File: src/rtl/reaction_timer_param.sv
// Reaction-time benchmark: random pre-delay, BCD ms count until user reacts, false-start and best-time tracking.
// Latency: state outputs follow the state register; digit/digit_sel are registered one cycle after source/select change.
// Backpressure: none; triggers are level inputs sampled every clk, scan outputs free-run for the downstream 7-seg driver.
module reaction_timer_param #(
    parameter int          CLK_PER_MS       = 50,
    parameter int          DIGITS           = 4,
    parameter int          DELAY_MIN_MS     = 1000,
    parameter int          DELAY_RANGE_LOG2 = 12,
    parameter logic [15:0] LFSR_SEED        = 16'hACE1,
    parameter int          SCAN_DIV         = 1,
    localparam int         SEL_W            = (DIGITS > 1) ? $clog2(DIGITS) : 1
) (
    input  logic             clk,
    input  logic             rst,
    input  logic             start_trigger,
    input  logic             user_trigger,
    input  logic             show_best,
    output logic             react,
    output logic             false_start,
    output logic             result_valid,
    output logic             overflow,
    output logic             best_valid,
    output logic [3:0]       digit,
    output logic [SEL_W-1:0] digit_sel
);

    localparam int          PRE_W    = (CLK_PER_MS > 1) ? $clog2(CLK_PER_MS) : 1;
    localparam int          DIV_W    = (SCAN_DIV > 1) ? $clog2(SCAN_DIV) : 1;
    localparam logic [31:0] DLY_MASK = (32'd1 << DELAY_RANGE_LOG2) - 32'd1;

    typedef enum logic [2:0] {S_IDLE, S_WAIT, S_REACT, S_SHOW, S_FALSE} state_t;

    state_t                  r_state;
    state_t                  w_state_nxt;
    logic [15:0]             r_lfsr;
    logic [PRE_W-1:0]        r_pre;
    logic [31:0]             r_ms_left;
    logic [DIGITS-1:0][3:0]  r_result;
    logic [DIGITS-1:0][3:0]  r_best;
    logic                    r_ovf;
    logic                    r_best_vld;
    logic [DIV_W-1:0]        r_div;
    logic [SEL_W-1:0]        r_sel;
    logic [3:0]              r_digit;

    logic                    w_tick;
    logic                    w_enter_wait;
    logic                    w_enter_react;
    logic                    w_ms_dec;
    logic                    w_do_inc;
    logic                    w_set_ovf;
    logic                    w_to_show;
    logic [31:0]             w_delay;
    logic [DIGITS-1:0][3:0]  w_inc;
    logic                    w_carry;
    logic                    w_lt;
    logic                    w_decided;
    logic [DIGITS-1:0][3:0]  w_src;
    logic                    w_scan_adv;
    logic [SEL_W-1:0]        w_sel_nxt;
    logic [3:0]              w_digit_nxt;

    assign w_tick  = (r_pre == PRE_W'(CLK_PER_MS - 1));
    assign w_delay = 32'(DELAY_MIN_MS) + (DLY_MASK & {16'd0, r_lfsr});

    // State register
    always_ff @(posedge clk) begin
        if (rst) r_state <= S_IDLE;
        else     r_state <= w_state_nxt;
    end

    // Next-state decode, datapath strobes and status outputs
    always_comb begin
        w_state_nxt   = r_state;
        w_enter_wait  = 1'b0;
        w_enter_react = 1'b0;
        w_ms_dec      = 1'b0;
        w_do_inc      = 1'b0;
        w_set_ovf     = 1'b0;
        w_to_show     = 1'b0;
        react         = 1'b0;
        false_start   = 1'b0;
        result_valid  = 1'b0;
        case (r_state)
            S_IDLE: begin
                if (start_trigger) begin
                    w_state_nxt  = S_WAIT;
                    w_enter_wait = 1'b1;
                end
            end
            S_WAIT: begin
                // A user press beats delay expiry landing on the same cycle
                if (user_trigger) begin
                    w_state_nxt = S_FALSE;
                end else if (w_tick) begin
                    if (r_ms_left == 32'd1) begin
                        w_state_nxt   = S_REACT;
                        w_enter_react = 1'b1;
                    end else begin
                        w_ms_dec = 1'b1;
                    end
                end
            end
            S_REACT: begin
                react = 1'b1;
                // The press freezes the count; a tick on the same cycle is dropped
                if (user_trigger) begin
                    w_state_nxt = S_SHOW;
                    w_to_show   = 1'b1;
                end else if (w_tick) begin
                    if (w_carry) w_set_ovf = 1'b1;
                    else         w_do_inc  = 1'b1;
                end
            end
            S_SHOW: begin
                result_valid = 1'b1;
                if (start_trigger) begin
                    w_state_nxt  = S_WAIT;
                    w_enter_wait = 1'b1;
                end
            end
            S_FALSE: begin
                false_start = 1'b1;
                if (start_trigger) begin
                    w_state_nxt  = S_WAIT;
                    w_enter_wait = 1'b1;
                end
            end
            default: w_state_nxt = S_IDLE;
        endcase
    end

    // Galois LFSR, taps 16/14/13/11, free-running outside reset
    always_ff @(posedge clk) begin
        if (rst) r_lfsr <= LFSR_SEED;
        else     r_lfsr <= {1'b0, r_lfsr[15:1]} ^ (r_lfsr[0] ? 16'hB400 : 16'h0000);
    end

    // ms prescaler, realigned on WAIT and REACT entry so the first tick is a full ms later
    always_ff @(posedge clk) begin
        if (rst || w_enter_wait || w_enter_react || w_tick) r_pre <= '0;
        else                                                r_pre <= r_pre + 1'b1;
    end

    // BCD ripple increment; a final carry means every digit is already 9
    always_comb begin
        w_inc   = r_result;
        w_carry = 1'b1;
        for (int i = 0; i < DIGITS; i++) begin
            if (w_carry) begin
                if (r_result[i] == 4'd9) begin
                    w_inc[i] = 4'd0;
                end else begin
                    w_inc[i] = r_result[i] + 4'd1;
                    w_carry  = 1'b0;
                end
            end
        end
    end

    // BCD magnitude compare, most-significant digit decides first
    always_comb begin
        w_lt      = 1'b0;
        w_decided = 1'b0;
        for (int i = DIGITS - 1; i >= 0; i--) begin
            if (!w_decided && (r_result[i] != r_best[i])) begin
                w_lt      = (r_result[i] < r_best[i]);
                w_decided = 1'b1;
            end
        end
    end

    // Delay countdown, result counter, overflow flag and best-time record
    always_ff @(posedge clk) begin
        if (rst) begin
            r_ms_left  <= '0;
            r_result   <= '0;
            r_best     <= '0;
            r_ovf      <= 1'b0;
            r_best_vld <= 1'b0;
        end else begin
            if (w_enter_wait) begin
                r_ms_left <= w_delay;
                r_result  <= '0;
                r_ovf     <= 1'b0;
            end
            if (w_ms_dec)  r_ms_left <= r_ms_left - 32'd1;
            if (w_do_inc)  r_result  <= w_inc;
            if (w_set_ovf) r_ovf     <= 1'b1;
            // Best updates on the REACT->SHOW edge with the frozen result; saturated runs never count
            if (w_to_show && !r_ovf && (!r_best_vld || w_lt)) begin
                r_best     <= r_result;
                r_best_vld <= 1'b1;
            end
        end
    end

    // Scan select and digit mux computed from the same next index so they stay aligned
    always_comb begin
        w_src       = show_best ? r_best : r_result;
        w_scan_adv  = (r_div == DIV_W'(SCAN_DIV - 1));
        w_sel_nxt   = r_sel;
        if (w_scan_adv) begin
            w_sel_nxt = (r_sel == SEL_W'(DIGITS - 1)) ? '0 : r_sel + 1'b1;
        end
        w_digit_nxt = 4'd0;
        for (int i = 0; i < DIGITS; i++) begin
            if (SEL_W'(i) == w_sel_nxt) w_digit_nxt = w_src[i];
        end
    end

    // Scan registers
    always_ff @(posedge clk) begin
        if (rst) begin
            r_div   <= '0;
            r_sel   <= '0;
            r_digit <= 4'd0;
        end else begin
            r_div   <= w_scan_adv ? '0 : r_div + 1'b1;
            r_sel   <= w_sel_nxt;
            r_digit <= w_digit_nxt;
        end
    end

    assign overflow   = r_ovf;
    assign best_valid = r_best_vld;
    assign digit      = r_digit;
    assign digit_sel  = r_sel;

endmodule

File: config.mk
export PLATFORM = sky130hd
export DESIGN_NAME = reaction_timer_param
export DESIGN_NICKNAME = d
export VERILOG_FILES = /design/src/rtl/reaction_timer_param.sv
export SDC_FILE = /design/constraint.sdc
export NUM_CORES = 1
export LEC_CHECK = 0
export ABC_AREA = 1
export ABC_CLOCK_PERIOD_IN_PS = 1900
export CORE_ASPECT_RATIO = 0.5
export CORE_MARGIN = 2
export CORE_UTILIZATION = 40
export CTS_CLUSTER_DIAMETER = 120
export DETAILED_ROUTE_END_ITERATION = 8
export PLACE_DENSITY = 0.56
export SLEW_MARGIN = 20
export SYNTH_ARGS = -nofsm -noshare
export SYNTH_HDL_FRONTEND = slang
export SYNTH_SLANG_ARGS = --single-unit
File: constraint.sdc
create_clock -name clk -period 1.9 [get_ports clk]
set_input_delay 0.38 -clock clk [delete_from_list [all_inputs] [get_ports clk]]
set_output_delay 0.38 -clock clk [all_outputs]
set_load 0.01 [all_outputs]
==> results of run 1 <==
-- logic make-up after synthesis --
family	share of synthesized area [%]
and+or+nand+nor	39.03
buffers and inverters	11.23
AOI/OAI and AO/OA	9.136
DFF	32.26
adders and majority gates	5.967
xor gates and xnor gates	2.304
other	0.06167
-- flip-flops by register name, summed over array words and instances (netlist names), 2 cells and up --
signal	flops
digit	4
digit_sel	2
r_best	16
r_lfsr	16
r_ms_left	32
r_pre	6
r_result	16
r_state	3
-- repair_timing --
| action | in CTS | in global routing |
|---|---|---|
| resized for setup | 6 | 51 |
| setup buffers | 0 | 4 |
| gates cloned | 0 | 1 |
| setup endpoints to repair | 3 | 43 |
| pin swaps | 0 | 9 |
-- final cells by class --
cell class                      count  area share, %
Multi-Input combinational cell    707          48.19
Sequential cell                    98          26.91
Timing Repair Buffer               77          9.869
Inverter                          143          7.326
Tap cell                          198          3.358
Clock buffer                        9          3.052
Clock inverter                      7          1.289
-- metrics by stage --
| stage | cell area, sq um | utilization (%) |
|---|---|---|
| 3_5_place_dp | 6857 | 46.77 |
| 2_1_floorplan | 6081 | - |
| 6_report | 7378 | 50.32 |
| 4_1_cts | 7186 | 49.01 |
| 5_1_grt | 7378 | 50.32 |
| 3_3_place_gp | 6857 | 46.77 |
-- Yosys cell counts, types with 4 or more instances --
cell type | n | area (sq um)
inv_1 | 138 | 518.0
o21ai_0 | 28 | 140.1
nor2_1 | 178 | 668.1
xnor2_1 | 4 | 35.03
nand2_2 | 5 | 31.28
buf_2 | 10 | 50.05
nor3_1 | 8 | 40.04
nand4_1 | 19 | 118.9
a21oi_1 | 55 | 275.3
clkbuf_1 | 12 | 45.04
ha_1 | 29 | 362.9
xor2_1 | 12 | 105.1
nand2_1 | 255 | 957.2
dfxtp_1 | 98 | 1962
nor2_2 | 5 | 31.28
nand3_1 | 76 | 380.4
-- layer usage --
metal	wire (um)	track usage, %	vias up
li1	-	-	3167
met1	7831	26.38	2670
met2	7006	32.30	67
met3	346	3.183	7
met4	98	3.997	0
met5	0	0	-
-- worst min-delay path by stage --
stage                     from    endpoint  slack [ns]  depth (start not counted)
floorplan           r_lfsr[15]  r_lfsr[14]        0.39                          2
global placement    r_lfsr[12]  r_lfsr[11]        0.39                          1
detailed placement  r_lfsr[15]  r_lfsr[14]        0.40                          2
CTS                 r_lfsr[15]  r_lfsr[14]        0.41                          2
global route        r_lfsr[15]  r_lfsr[14]        0.44                          2
finish              r_lfsr[15]  r_lfsr[14]        0.41                          2
-- worst register-to-register path: cells and delay by family, from the launching register on --
family                   cells  cell delay (ns)
AND/OR/NAND/NOR              8             0.80
flip-flops                   1             0.36
buffers and inverters        2             0.25
adder cells (fa/ha/maj)      1             0.29
-- power by group through the flow --
stage | logic, mW | clock network (mW) | registers (mW)
after CTS | 2.95 | 2.04 | 2.48
after floorplan | 2.00 | 0 | 2.47
after detailed placement | 2.94 | 0 | 2.51
final | 3.11 | 1.98 | 2.50
after global routing | 3.51 | 2.12 | 2.53
after global placement | 2.92 | 0 | 2.51
==> out/metrics.cfg, run 1 <==
[setup_path]
r2r_slack_ns=0.1
critPathBufInv=2
r2r-start=r_best[13]
crit_slowest_cell=dfxtp_1
cp.depth=11
r2r_cells=11
worstPathRequired_ns=2.15
crit_path_cell_trace=inv_1 > ha_1 > nand2_1 > nor2_4 > nor3_2 > nor2_1 > nand2_2 > clkbuf_16 > nand3_1 > nand2_1 > nor2_1
r2r_end=r_best[12]
endpoint_kind=flip-flop
max_stage_delay_ns=0.36
path_max_fanout=16
path_class=flip-flop to flip-flop
critPathArrivalTime_ns=2.06
startpoint=r_best[13]
cp_top_family=simple AND/OR/NAND/NOR gates
start_kind=flip-flop
cp-endpoint=r_best[12]

[logic_synthesis]
seq_area_frac_synth_pct=32.26
postSynthAreaPerCell_sq_um=6.230
syn-instance-count=976
async_flop_share_pct=0
yosys_most_used_dff=dfxtp_1
synth-edff-count=0
synth_fp_nets=1010
synth-seq-cells=98
yosysWarnings=0
synthDistinctLibCells=42
syn_area_sq_um=6081

[sta]
setup_violations=0
min_period_over_period_pct=94.89
fin_crit_ns=1.803
timing.hold.ws_ns=0.4077
fin_worst_skew_ns=0.01425
fin_ws_ns=0.09706
drv_slew=0
grt_setup_unrepaired=true
fmax_mhz=554.7
hold_viol=0
fin_setup_tns_ns=0

[power]
sequentialPowerShare_pct=32.9
finalPower_mw=7.590
switchingPower_mw=3.047
combPwrFrac_pct=41.0
power_leakage_nw=3.477
p_clk_share_pct=26.1
intPower_mw=4.544
p_sw_share_pct=40.14
ir_worst_vdd_mv=0.6153
power_density_nw_per_um2=1029

[global_route]
grt-ovfl-total=0
grt_max_degree=40
antenna_found_initial=0
grt_use_total_pct=19.39
grt_pass1_wl_mm=25.59
grt_pass1_vias=5559

[clock_network]
tritoncts=done
cts.clk_slew.worst_paths_ns=0.08
clock_latency_ns=0.35
cts_buffers=9
cts_buffer_depth=2
htreeDepth=3
ctsHoldBuffers=0
clock_tree.root_cell=clkbuf_16
numClockSinks=98

[floorplanning]
row_count=31
io-pin-count=16
coreArea_sq_um=14660
die_width_um=178.4
initial_utilization_pct=41.47
die_y_um=91.19
die_area_sq_um=16260

[final_layout]
fin_nets=1070
antennaDiodeCount=0
mostFrequentLayoutCells=253 x nand2_1, 164 x nor2_1, 135 x inv_1
fill_cells=1506
seqCellArea_sq_um=1986
fin_cells=1239
area_growth_syn_to_layout_pct=21.34
drive_gt1_share_pct=14.51
mostFrequentLayoutCell=nand2_1
multi_input_area_sq_um=3556

[run_status]
status=finished, final reports clean

[detailed_routing]
first_pass_iters=5
drtIter0Drc=281
antenna_left=0
num_vias=5911
routedWlPerCell_um=12.33
route.detailed.drc=0
drt-vias-per-instance=4.771
routed_wl_mm=15.28

[placed_design]
detailed_place_hpwl_mm=11.17
gp_congestion=0.8574
pre_cts_ws_ns=-0.03235
dp_cells=1218
port_buffers=15

[run]
max_cap_violations=0

[min_path]
hold_class=flip-flop to flip-flop

No activity file was read; power rests on OpenSTA's default activity.
==> inputs of run 2 (changes only) <==
--- a/config.mk
+++ b/config.mk
@@ -11,5 +11,6 @@
 export CORE_MARGIN = 2
 export CORE_UTILIZATION = 40
-export CTS_CLUSTER_DIAMETER = 120
+export CTS_CLUSTER_DIAMETER = 50
+export CTS_CLUSTER_SIZE = 14
 export DETAILED_ROUTE_END_ITERATION = 8
 export PLACE_DENSITY = 0.56
==> constraint.sdc (replaced) <==
create_clock -name clk -period 1.9 [get_ports clk]
set_input_delay 0.38 -clock clk [delete_from_list [all_inputs] [get_ports clk]]
set_output_delay 0.38 -clock clk [all_outputs]
set_load 0.05 [all_outputs]
==> run 2 against run 1 <==
Non-clock buffer count decreased by 10. Global-route usage increased by 0.055 points. Sequential power about the same. Clock skew decreased by 0.0022 ns. Critical path depth decreased by 10. Die area unchanged. Critical path type is now flip-flop to output port. Sequential cell count unchanged. Maximum frequency decreased by 2.4%. Largest power group unchanged. Via count decreased by 0.37%. Combinational power increased by 5%. Clock power decreased by 8%.
==> out/metrics.cfg, run 2 (synthesized netlist as in run 1, its figures left out) <==
[run_status]
status=finished, final reports clean

[sta]
timing.hold.ws_ns=0.4035
worst_slew_pin_slew_ns=0.4972
fmax_mhz=541.1
fin_crit_ns=1.848
setup_violations=0
hold_viol=0
drv_slew=0
min_period_over_period_pct=97.26
fin_worst_skew_ns=0.01209
relSlewSlack_pct=66.75

[clock_network]
numClockSinks=98
clock_latency_ns=0.35
cts_buffer_depth=2
tritoncts=done
cts.clk_slew.worst_paths_ns=0.08
htreeDepth=3
clock_tree.root_cell=clkbuf_16
cts_buffers=9

[detailed_routing]
route.detailed.drc=0
first_pass_iters=5
drt-vias-per-instance=4.792
routed-wl-met2_mm=6.799
antenna_left=0
drtIter0Drc=326
routed-wl-met3_um=390
num_vias=5889
routedWlPerCell_um=12.10
routed_wl_mm=14.88
maxUsedRoutingLayer=met4
drt-met1-wl_mm=7.450

[setup_path]
cp.depth=1
r2r-start=r_best[13]
start_kind=flip-flop
critPathBufInv=1
endpoint_kind=output port
path_max_fanout=1
r2r_end=r_best[14]
critPathArrivalTime_ns=1.47
worstPathRequired_ns=1.52
crit_path_cell_trace=clkdlybuf4s50_1
cp_top_family=buffers and inverters
path_class=flip-flop to output port
crit_slowest_cell=clkdlybuf4s50_1
startpoint=digit[3]
r2r_slack_ns=0.13
max_stage_delay_ns=0.80
cp-endpoint=digit[3]
r2r_cells=11

[power]
power_density_nw_per_um2=1039
combPwrFrac_pct=43.1
power_leakage_nw=3.421
p_clk_share_pct=24.1
ir_worst_vdd_mv=0.4686
p_sw_share_pct=41.06
sequentialPowerShare_pct=32.7
switchingPower_mw=3.118
intPower_mw=4.476

[floorplanning]
initial_utilization_pct=41.47
io-pin-count=16
row_count=31
die_area_sq_um=16260
die_y_um=91.19
coreArea_sq_um=14660
die_width_um=178.4

[final_layout]
mostFrequentLayoutCells=250 x nand2_1, 165 x nor2_1, 137 x inv_1
largest_reg_flops=32
mostFrequentLayoutCell=nand2_1
antennaDiodeCount=0
design_area_sq_um=7307
area_growth_syn_to_layout_pct=20.16
fin_nets=1060
drive_gt1_share_pct=14.26
fill_cells=1526
registers.top_by_ff_count=r_ms_left

[min_path]
hold_class=flip-flop to flip-flop

[placed_design]
dpl_cell_area_sq_um=6828
detailed_place_hpwl_mm=11.24
gp_congestion=0.8428
port_buffers=15

[global_route]
antenna_found_initial=0
grt_max_degree=40
grt-ovfl-total=0
grt_pass1_wl_mm=25.69
grt_pass1_vias=5555
grt_use_total_pct=19.44

[run]
max_cap_violations=0

-- run 2: cell count changes in the layout (fill, tap and decap cells not counted), sizes merged --
cell | before | now
clkdlybuf4s50 | 12 | 8
buf | 61 | 58
dlygate4sd2 | 2 | 0
bufinv | 1 | 0
clkbuf | 10 | 11
clkinv | 6 | 5
dlymetal6s2s | 1 | 0
inv | 143 | 144
-- run 2: timing repair --
item | 4_1_cts | 5_1_grt
gates resized for setup | 0 | 49
endpoints found under the setup margin | 0 | 46
setup buffers | 0 | 2
hold buffers | 0 | 0
-- run 2: worst register-to-register path, cell delays in order, from the launching register on --
cell,delay [ns]
dfxtp_1,0.36
inv_1,0.06
ha_1,0.29
nand2_1,0.07
nor2_2,0.16
a21boi_2,0.21
nand2_2,0.08
nand2_4,0.11
buf_4,0.17
nand3_1,0.07
nand2_1,0.07
nor2_1,0.04
-- run 2: how the worst min path moves through the flow --
stage                from  cells past startpoint  slack (ns)    endpoint
3_5_place_dp   r_lfsr[12]                      1        0.39  r_lfsr[11]
5_1_grt        r_lfsr[12]                      1        0.44  r_lfsr[11]
4_1_cts        r_lfsr[15]                      2        0.41  r_lfsr[14]
3_3_place_gp   r_lfsr[15]                      2        0.39  r_lfsr[14]
2_1_floorplan  r_lfsr[15]                      2        0.39  r_lfsr[14]
6_report       r_lfsr[15]                      2        0.40  r_lfsr[14]
-- run 2: power by group through the flow --
stage               registers (mW)  logic [mW]  clock network [mW]
global placement              2.52        3.05                   0
finish                        2.49        3.27                1.83
floorplan                     2.52        2.07                   0
detailed placement            2.52        3.08                   0
CTS                           2.47        3.09                1.92
global route                  2.51        3.72                1.98
-- run 2: through the flow --
| step | setup TNS, ns | util, % | worst slack [ns] | power (mW) | instances |
|---|---|---|---|---|---|
| 2_1_floorplan | -0.1160 | - | -0.06090 | 4.590 | 976 |
| 3_3_place_gp | -0.1771 | 46.57 | -0.04159 | 5.572 | 1209 |
| 3_5_place_dp | -0.6096 | 46.57 | -0.07981 | 5.597 | 1209 |
| 4_1_cts | 0 | 48.60 | 0.01593 | 7.480 | 1225 |
| 5_1_grt | -0.03939 | 49.84 | -0.01316 | 8.216 | 1229 |
| 6_report | 0 | 49.84 | 0.05206 | 7.594 | 1229 |
-- run 2: cell type report --
type | count | area (sq um) | share of cell area (%)
tap | 198 | 247.7 | 3.390
inverter | 143 | 539.3 | 7.380
clock buffer | 10 | 239.0 | 3.271
multi-input combinational | 707 | 3558 | 48.70
sequential | 98 | 1978 | 27.07
timing repair buffer | 67 | 685.7 | 9.384
clock inverter | 6 | 58.81 | 0.8048
-- run 2: routing by layer --
| layer | vias to the layer above | GRT usage [%] |
|---|---|---|
| met5 | - | 0 |
| met3 | 18 | 3.559 |
| met1 | 2637 | 26.07 |
| li1 | 3149 | - |
| met4 | 0 | 4.404 |
| met2 | 85 | 32.40 |
==> inputs of run 3 (changes only) <==
Settings changed: PLACE_DENSITY 0.56 to unset, SKIP_CTS_REPAIR_TIMING set to 1.
==> run 3 against run 2 <==
Sequential power about the same. Via count up 1.3%. Critical path depth unchanged. Core utilization up 1.5 points. Design area up 3.1%. Total power up 3.8%. Sequential cell count unchanged. Global-route usage down 0.35 points. First-iteration DRC count up 16%. Register-to-register slack worse by 0.05 ns. Setup slack better by 0.0032 ns. Critical endpoint is now digit[1]. Largest cell class unchanged. Largest power group unchanged.
==> out/metrics.cfg, run 3 (synthesized netlist as in run 1, its figures left out) <==
[global_route]
antenna_found_initial=0
grt_pass1_vias=5517
grt-ovfl-total=0
grt_pass1_wl_mm=25.29
grt_use_total_pct=19.09
grt_max_degree=40

[setup_path]
worstPathRequired_ns=1.52
crit_path_cell_trace=clkdlybuf4s50_1
r2r_cells=10
path_class=flip-flop to output port
r2r_end=r_best[14]
endpoint_kind=output port
critPathBufInv=1
r2r_slack_ns=0.08
crit_slowest_cell=clkdlybuf4s50_1
max_stage_delay_ns=0.79
cp_top_family=buffers and inverters
start_kind=flip-flop
r2r-start=r_best[15]
critPathArrivalTime_ns=1.46
path_max_fanout=1

[sta]
worst_slew_pin_slew_ns=0.5168
fin_crit_ns=1.845
setup_violations=0
grt_setup_unrepaired=true
hold_viol=0
timing.hold.ws_ns=0.4062
relSlewSlack_pct=65.49
fin_worst_skew_ns=0.01504
min_period_over_period_pct=97.09
drv_slew=0
fin_setup_tns_ns=0
fmax_mhz=542.1

[detailed_routing]
first_pass_iters=5
routed_wl_mm=15.21
routedWlPerCell_um=12.17
antenna_left=0
drt-vias-per-instance=4.774
num_vias=5968
route.detailed.drc=0
drtIter0Drc=377

[floorplanning]
die_y_um=91.19
die_area_sq_um=16260
initial_utilization_pct=41.47
row_count=31
coreArea_sq_um=14660
io-pin-count=16
die_width_um=178.4

[run_status]
status=finished, final reports clean

[min_path]
whs_path_depth=2
hold_start=r_lfsr[15]
holdPathEnd=r_lfsr[14]
hold_class=flip-flop to flip-flop

[power]
ir_worst_vdd_mv=0.4736
p_sw_share_pct=40.56
p_clk_share_pct=24.8
intPower_mw=4.687
finalPower_mw=7.886
sequentialPowerShare_pct=31.3
power_density_nw_per_um2=1047
switchingPower_mw=3.199
power_leakage_nw=3.554
combPwrFrac_pct=43.8

[clock_network]
clock_tree.root_cell=clkbuf_16
cts.clk_slew.worst_paths_ns=0.08
htreeDepth=3
tritoncts=done
cts_buffer_depth=2
clock_latency_ns=0.36
numClockSinks=98
cts_buffers=9

[final_layout]
antennaDiodeCount=0
area_growth_syn_to_layout_pct=23.85
finish.utilization_pct=51.37
mostFrequentLayoutCell=nand2_1
mostFrequentLayoutCells=250 x nand2_1, 169 x nor2_1, 135 x inv_1
drive_gt1_share_pct=16.63
registers.top_by_ff_count=r_ms_left
largest_reg_flops=32
design_area_sq_um=7531
fin_nets=1081

[placed_design]
dpl_cell_area_sq_um=6893
detailed_place_hpwl_mm=11.06
gp_congestion=0.8540
port_buffers=15

[run]
max_cap_violations=0

-- run 3: cell type report --
class / instances / area (sq um)
fillers: 1481 / 7131
inverters: 143 / 541.8
repair buffers: 88 / 849.6
well taps: 198 / 247.7
clock buffers: 9 / 225.2
multi-input cells: 707 / 3592
flip-flops and latches: 98 / 1984
clock inverters: 7 / 90.09
-- run 3: metal layers --
metal  up-vias  routed length (um)  global-route usage [%]
li1       3192                   -                       -
met4         0                 180                   3.862
met2        70                6882                   31.89
met3        17                 486                   4.104
met5         -                   0                       0
met1      2689                7662                   25.35
-- run 3: how the worst max path moves through the flow --
| stage | slack, ns | startpoint | endpoint | cells past startpoint |
|---|---|---|---|---|
| floorplan | -0.06 | r_state[0] | result_valid | 2 |
| global placement | -0.02 | user_trigger | r_result[11] | 11 |
| detailed placement | -0.06 | user_trigger | r_result[11] | 11 |
| CTS | -0.02 | r_result[4] | r_best[0] | 12 |
| global route | -0.03 | r_ms_left[1] | r_ms_left[18] | 13 |
| finish | 0.06 | digit[1] | digit[1] | 1 |
-- run 3: worst min-delay path, stage by stage, from the launching register on --
cell,delay (ns)
dfxtp_1,0.30
inv_1,0.04
nor2_1,0.03
-- run 3: power groups by stage --
stage | Combinational (mW) | Sequential, mW | Clock [mW]
after floorplan | 2.07 | 2.52 | 0
final | 3.46 | 2.47 | 1.96
after global placement | 3.14 | 2.49 | 0
after detailed placement | 3.16 | 2.50 | 0
after CTS | 3.19 | 2.46 | 2.00
after global routing | 3.87 | 2.50 | 2.10
-- run 3: stage by stage --
step / setup slack [ns] / std cells
finish: 0.05528 / 1250
global route: -0.02884 / 1250
CTS: -0.02053 / 1237
detailed placement: -0.05831 / 1221
global placement: -0.02142 / 1221
floorplan: -0.06090 / 976
==> variant 1, RTL diff (settings of run 1) <==
Reset style: asynchronous (`rst`), changed in 4 clocked blocks.
--- a/src/rtl/reaction_timer_param.sv
+++ b/src/rtl/reaction_timer_param.sv
@@ -66,3 +66,3 @@
     // State register
-    always_ff @(posedge clk) begin
+    always_ff @(posedge clk or posedge rst) begin
         if (rst) r_state <= S_IDLE;
@@ -133,3 +133,3 @@
     // Galois LFSR, taps 16/14/13/11, free-running outside reset
-    always_ff @(posedge clk) begin
+    always_ff @(posedge clk or posedge rst) begin
         if (rst) r_lfsr <= LFSR_SEED;
@@ -173,3 +173,3 @@
     // Delay countdown, result counter, overflow flag and best-time record
-    always_ff @(posedge clk) begin
+    always_ff @(posedge clk or posedge rst) begin
         if (rst) begin
@@ -212,3 +212,3 @@
     // Scan registers
-    always_ff @(posedge clk) begin
+    always_ff @(posedge clk or posedge rst) begin
         if (rst) begin
Function: differs if rst is asserted again (counterexample within 4 cycles, from zero or initial values and one cycle with rst high); with rst held inactive, the same outputs for 10 cycles.
==> variant 1 against run 1 <==
  * Wire length shrank 4.2%
  * Cell area shrank 1.7%
  * Synthesized cell count shrank 17%
  * Critical path depth is the same
  * Worst setup slack gained 0.041 ns
  * Total power shrank 19%
  * Sequential cell count shrank 1
  * Area after synthesis shrank 1.6%
  * Critical path type unchanged
  * Critical endpoint is now r_best[13]$_DFFE_PP0P_
  * Highest routed layer unchanged
==> variant 1: results <==
group,metric,value,unit
run_status,status,"completed",
synthesis,synth_compound_area_share,6.085,%
layout,drive_gt1_share,15.38,%
grt,track_usage,18.81,%
detailed_routing,drt_iter0_markers,362,
power_and_ir_drop,powerSeq,2.35,mW
detailed_routing,drt-met1-wl,7547,um
synthesis,synthAdderAreaFrac,6.901,%
place,placed_area,0.006773,mm^2
place,dpl.cell_count,1071,
hold_path,worstHoldStart,"r_lfsr[12]$_DFF_PP0_",
grt,grt_pass1_vias,4966,
place,dp_slack,-0.04603,ns
grt,grt_first_pass_wirelength,24250,um
worst_setup_path,crit_fanout,17,
layout,nNetsFinal,937,
worst_setup_path,reg2reg_from,"r_result[9]$_DFFE_PP0P_",
power_and_ir_drop,p_leak,3.824,nW
power_and_ir_drop,p_int,4.042,mW
synthesis,synth.area.top_cells,"dfrtp_1, nand2_1, ha_1, nand3_1, nor2_1",
sta,final.setup_skew,0.01128,ns
grt,use_met1,26.99,%
detailed_routing,drt_first_pass_iters,7,
detailed_routing,wl_met2,6580,um
grt,use_met2,30.16,%
power_and_ir_drop,p_per_area,850.5,mW/mm^2
synthesis,synth_commonest_cells,"nand2_1, nor2_1, inv_1, dfrtp_1, nand3_1",
worst_setup_path,regToRegSetupSlack,0.14,ns
detailed_routing,finalWirelength,14650,um
synthesis,synth_cell_type_count,40,
place,hpwl,10530,um
variant 1: how the worst max path moves through the flow:
stage,end,from,slack [ns],cells after the start
floorplan,r_pre[2]$_SDFF_PP0_,rst,-0.42,3
global placement,r_best[14]$_DFFE_PP0P_,user_trigger,-0.03,7
detailed placement,r_best[6]$_DFFE_PP0P_,r_result[9]$_DFFE_PP0P_,-0.05,11
CTS,r_best[2]$_DFFE_PP0P_,r_result[9]$_DFFE_PP0P_,0.03,11
global route,r_best[3]$_DFFE_PP0P_,r_best[11]$_DFFE_PP0P_,-0.02,11
finish,r_best[13]$_DFFE_PP0P_,r_result[9]$_DFFE_PP0P_,0.14,11
variant 1: what timing repair did:
action | 4_1_cts | 5_1_grt
resized for setup | 4 | 17
endpoints found under the setup margin | 19 | 58
setup buffers | 1 | 13
pin swaps | 0 | 4
gates cloned | 0 | 1
variant 1: worst max-delay path: stages (launching register included):
cell	delay, ns
dfrtp_2	0.46
ha_1	0.33
inv_1	0.06
o21bai_1	0.06
nand2_1	0.06
nand2_1	0.04
a21boi_0	0.15
nand2_1	0.08
nand2_2	0.12
nand2_4	0.15
nand2_1	0.10
nand2_1	0.05
variant 1: cells by family after synthesis:
family          count (synthesis)
xor+xnor                       37
simple gates                  461
flops                          97
buf+inv                       115
compound gates                 67
fa+ha+maj                      33
variant 1: layout make-up:
| cell class | instances | area, um^2 |
|---|---|---|
| Fill cell | 1420 | 7296 |
| Timing Repair Buffer | 89 | 714.4 |
| Clock buffer | 11 | 232.7 |
| Tap cell | 198 | 247.7 |
| Sequential cell | 97 | 2411 |
| Clock inverter | 5 | 86.33 |
| Multi-Input combinational cell | 599 | 3159 |
| Inverter | 103 | 397.9 |
==> variant 2, RTL diff (config.mk and constraints of run 1) <==
Without the edit above. The parameter `CLK_PER_MS` goes from 50 to 25.
--- a/src/rtl/reaction_timer_param.sv
+++ b/src/rtl/reaction_timer_param.sv
@@ -4,3 +4,3 @@
 module reaction_timer_param #(
-    parameter int          CLK_PER_MS       = 50,
+    parameter int          CLK_PER_MS       = 25,
     parameter int          DIGITS           = 4,
Function: no difference found for any inputs over 10 cycles, from zero or initial values and one cycle with rst high; that may be too few to reach the edited logic, so the function may still have changed.
==> variant 2 against run 1 <==
  * Cell count shrank 5.7%
  * Cell area fell by 4.2%
  * Clock skew fell by 0.0010 ns
  * Sequential power fell by 2%
  * First-iteration DRC count is 19% higher
  * Area after synthesis down 4.8%
  * Worst setup slack better by 0.012 ns
  * Die area is 4.7% lower
  * Total power fell by 3.7%
  * Combinational power shrank 3%
  * Sequential cell count decreased by 1
  * Wire length down 4.5%
  * Critical endpoint is now r_best[9]$_SDFFE_PP0P_
  * Largest power group unchanged
==> variant 2: results <==
group,metric,value,unit
cts,cts_root_buf,"clkbuf_16",
place,dp_slack,-0.06343,ns
layout,buffers,75,
layout,seq_area,0.001959,mm^2
synthesis,synth_cell_type_count,46,
run_status,status,"completed",
grt,use_met2,30.53,%
layout,drive_gt1_share,14.23,%
grt,grt_util_met3,3.359,%
layout,clock_area_share,4.195,%
grt,grt_first_pass_wirelength,22990,um
hold_path,hold_path_class,"in -> reg",
detailed_routing,wl_met2,6520,um
layout,final_area,0.007069,mm^2
synthesis,ys_seq_area_share,33.55,%
detailed_routing,routed-wl-met3,451,um
layout,fill_cells,1453,
sta,post-route-min-period,1.791,ns
sta,final.setup_skew,0.01320,ns
detailed_routing,num_vias,5501,
place,dpl.cell_count,1140,
grt,grt_pass1_vias,4859,
power_and_ir_drop,p_leak,3.250,nW
layout,nonClkBufAreaFrac,10.09,%
detailed_routing,drt-met1-wl,7467,um
worst_setup_path,crit_fanout,8,
place,hpwl,10350,um
sta,worst_hold_slack,0.3853,ns
layout,multi_input_area,0.003321,mm^2
grt,track_usage,18.39,%
floorplan,fp.coreArea,0.01431,mm^2
worst_setup_path,slowest_stage,"dfxtp_2",
synthesis,synth_commonest_cells,"nand2_1, nor2_1, inv_1, dfxtp_1, nand3_1",
layout,inverters,135,
power_and_ir_drop,p_per_area,1034,mW/mm^2
grt,grt_max_degree,34,
layout,clock_buffers,10,
layout,nFlopsAndLatches,97,
synthesis,ys_warn_count,0,
cts,ctsResizeCount,5,
layout,multi_input_cells,647,
synthesis,syn_inst,902,
grt,use_met1,24.94,%
power_and_ir_drop,max-vdd-ir-drop,464.1,uV
layout,stdcell_count,1168,
power_and_ir_drop,comb_power_share,41.1,%
synthesis,syn-num-nets,937,
layout,nNetsFinal,1000,
synthesis,synth.area.top_cells,"dfxtp_1, nand2_1, nor2_1, inv_1, ha_1",
==> variant 2: cell count changes in the layout (fill, tap and decap cells not counted), moves of 6 or more <==
cell	delta
nand2_1	-31
a21oi_1	-6
nor2_2	-11
nand3_1	-13
o21ai_0	+22
nor2_1	-26
nand4_1	-8
inv_1	-12
==> variant 2: kinds of logic after synthesis <==
kind of cell	synth area share, %
and+or+nand+nor	35.19
buffers and inverters	10.68
adders and majority gates	6.485
other	0.06479
AOI/OAI and AO/OA	11.46
DFF	33.55
xor gates and xnor gates	2.573
==> variant 2: final timing paths <==
kind,to,startpoint,cells after the start
max,r_best[9]$_SDFFE_PP0P_,r_result[4]$_SDFFE_PP0P_,12
min,r_result[14]$_SDFFE_PP0P_,rst,4
max reg2reg,r_best[9]$_SDFFE_PP0P_,r_result[4]$_SDFFE_PP0P_,12
min reg2reg,r_lfsr[14]$_SDFF_PP0_,r_lfsr[15]$_SDFF_PP1_,2
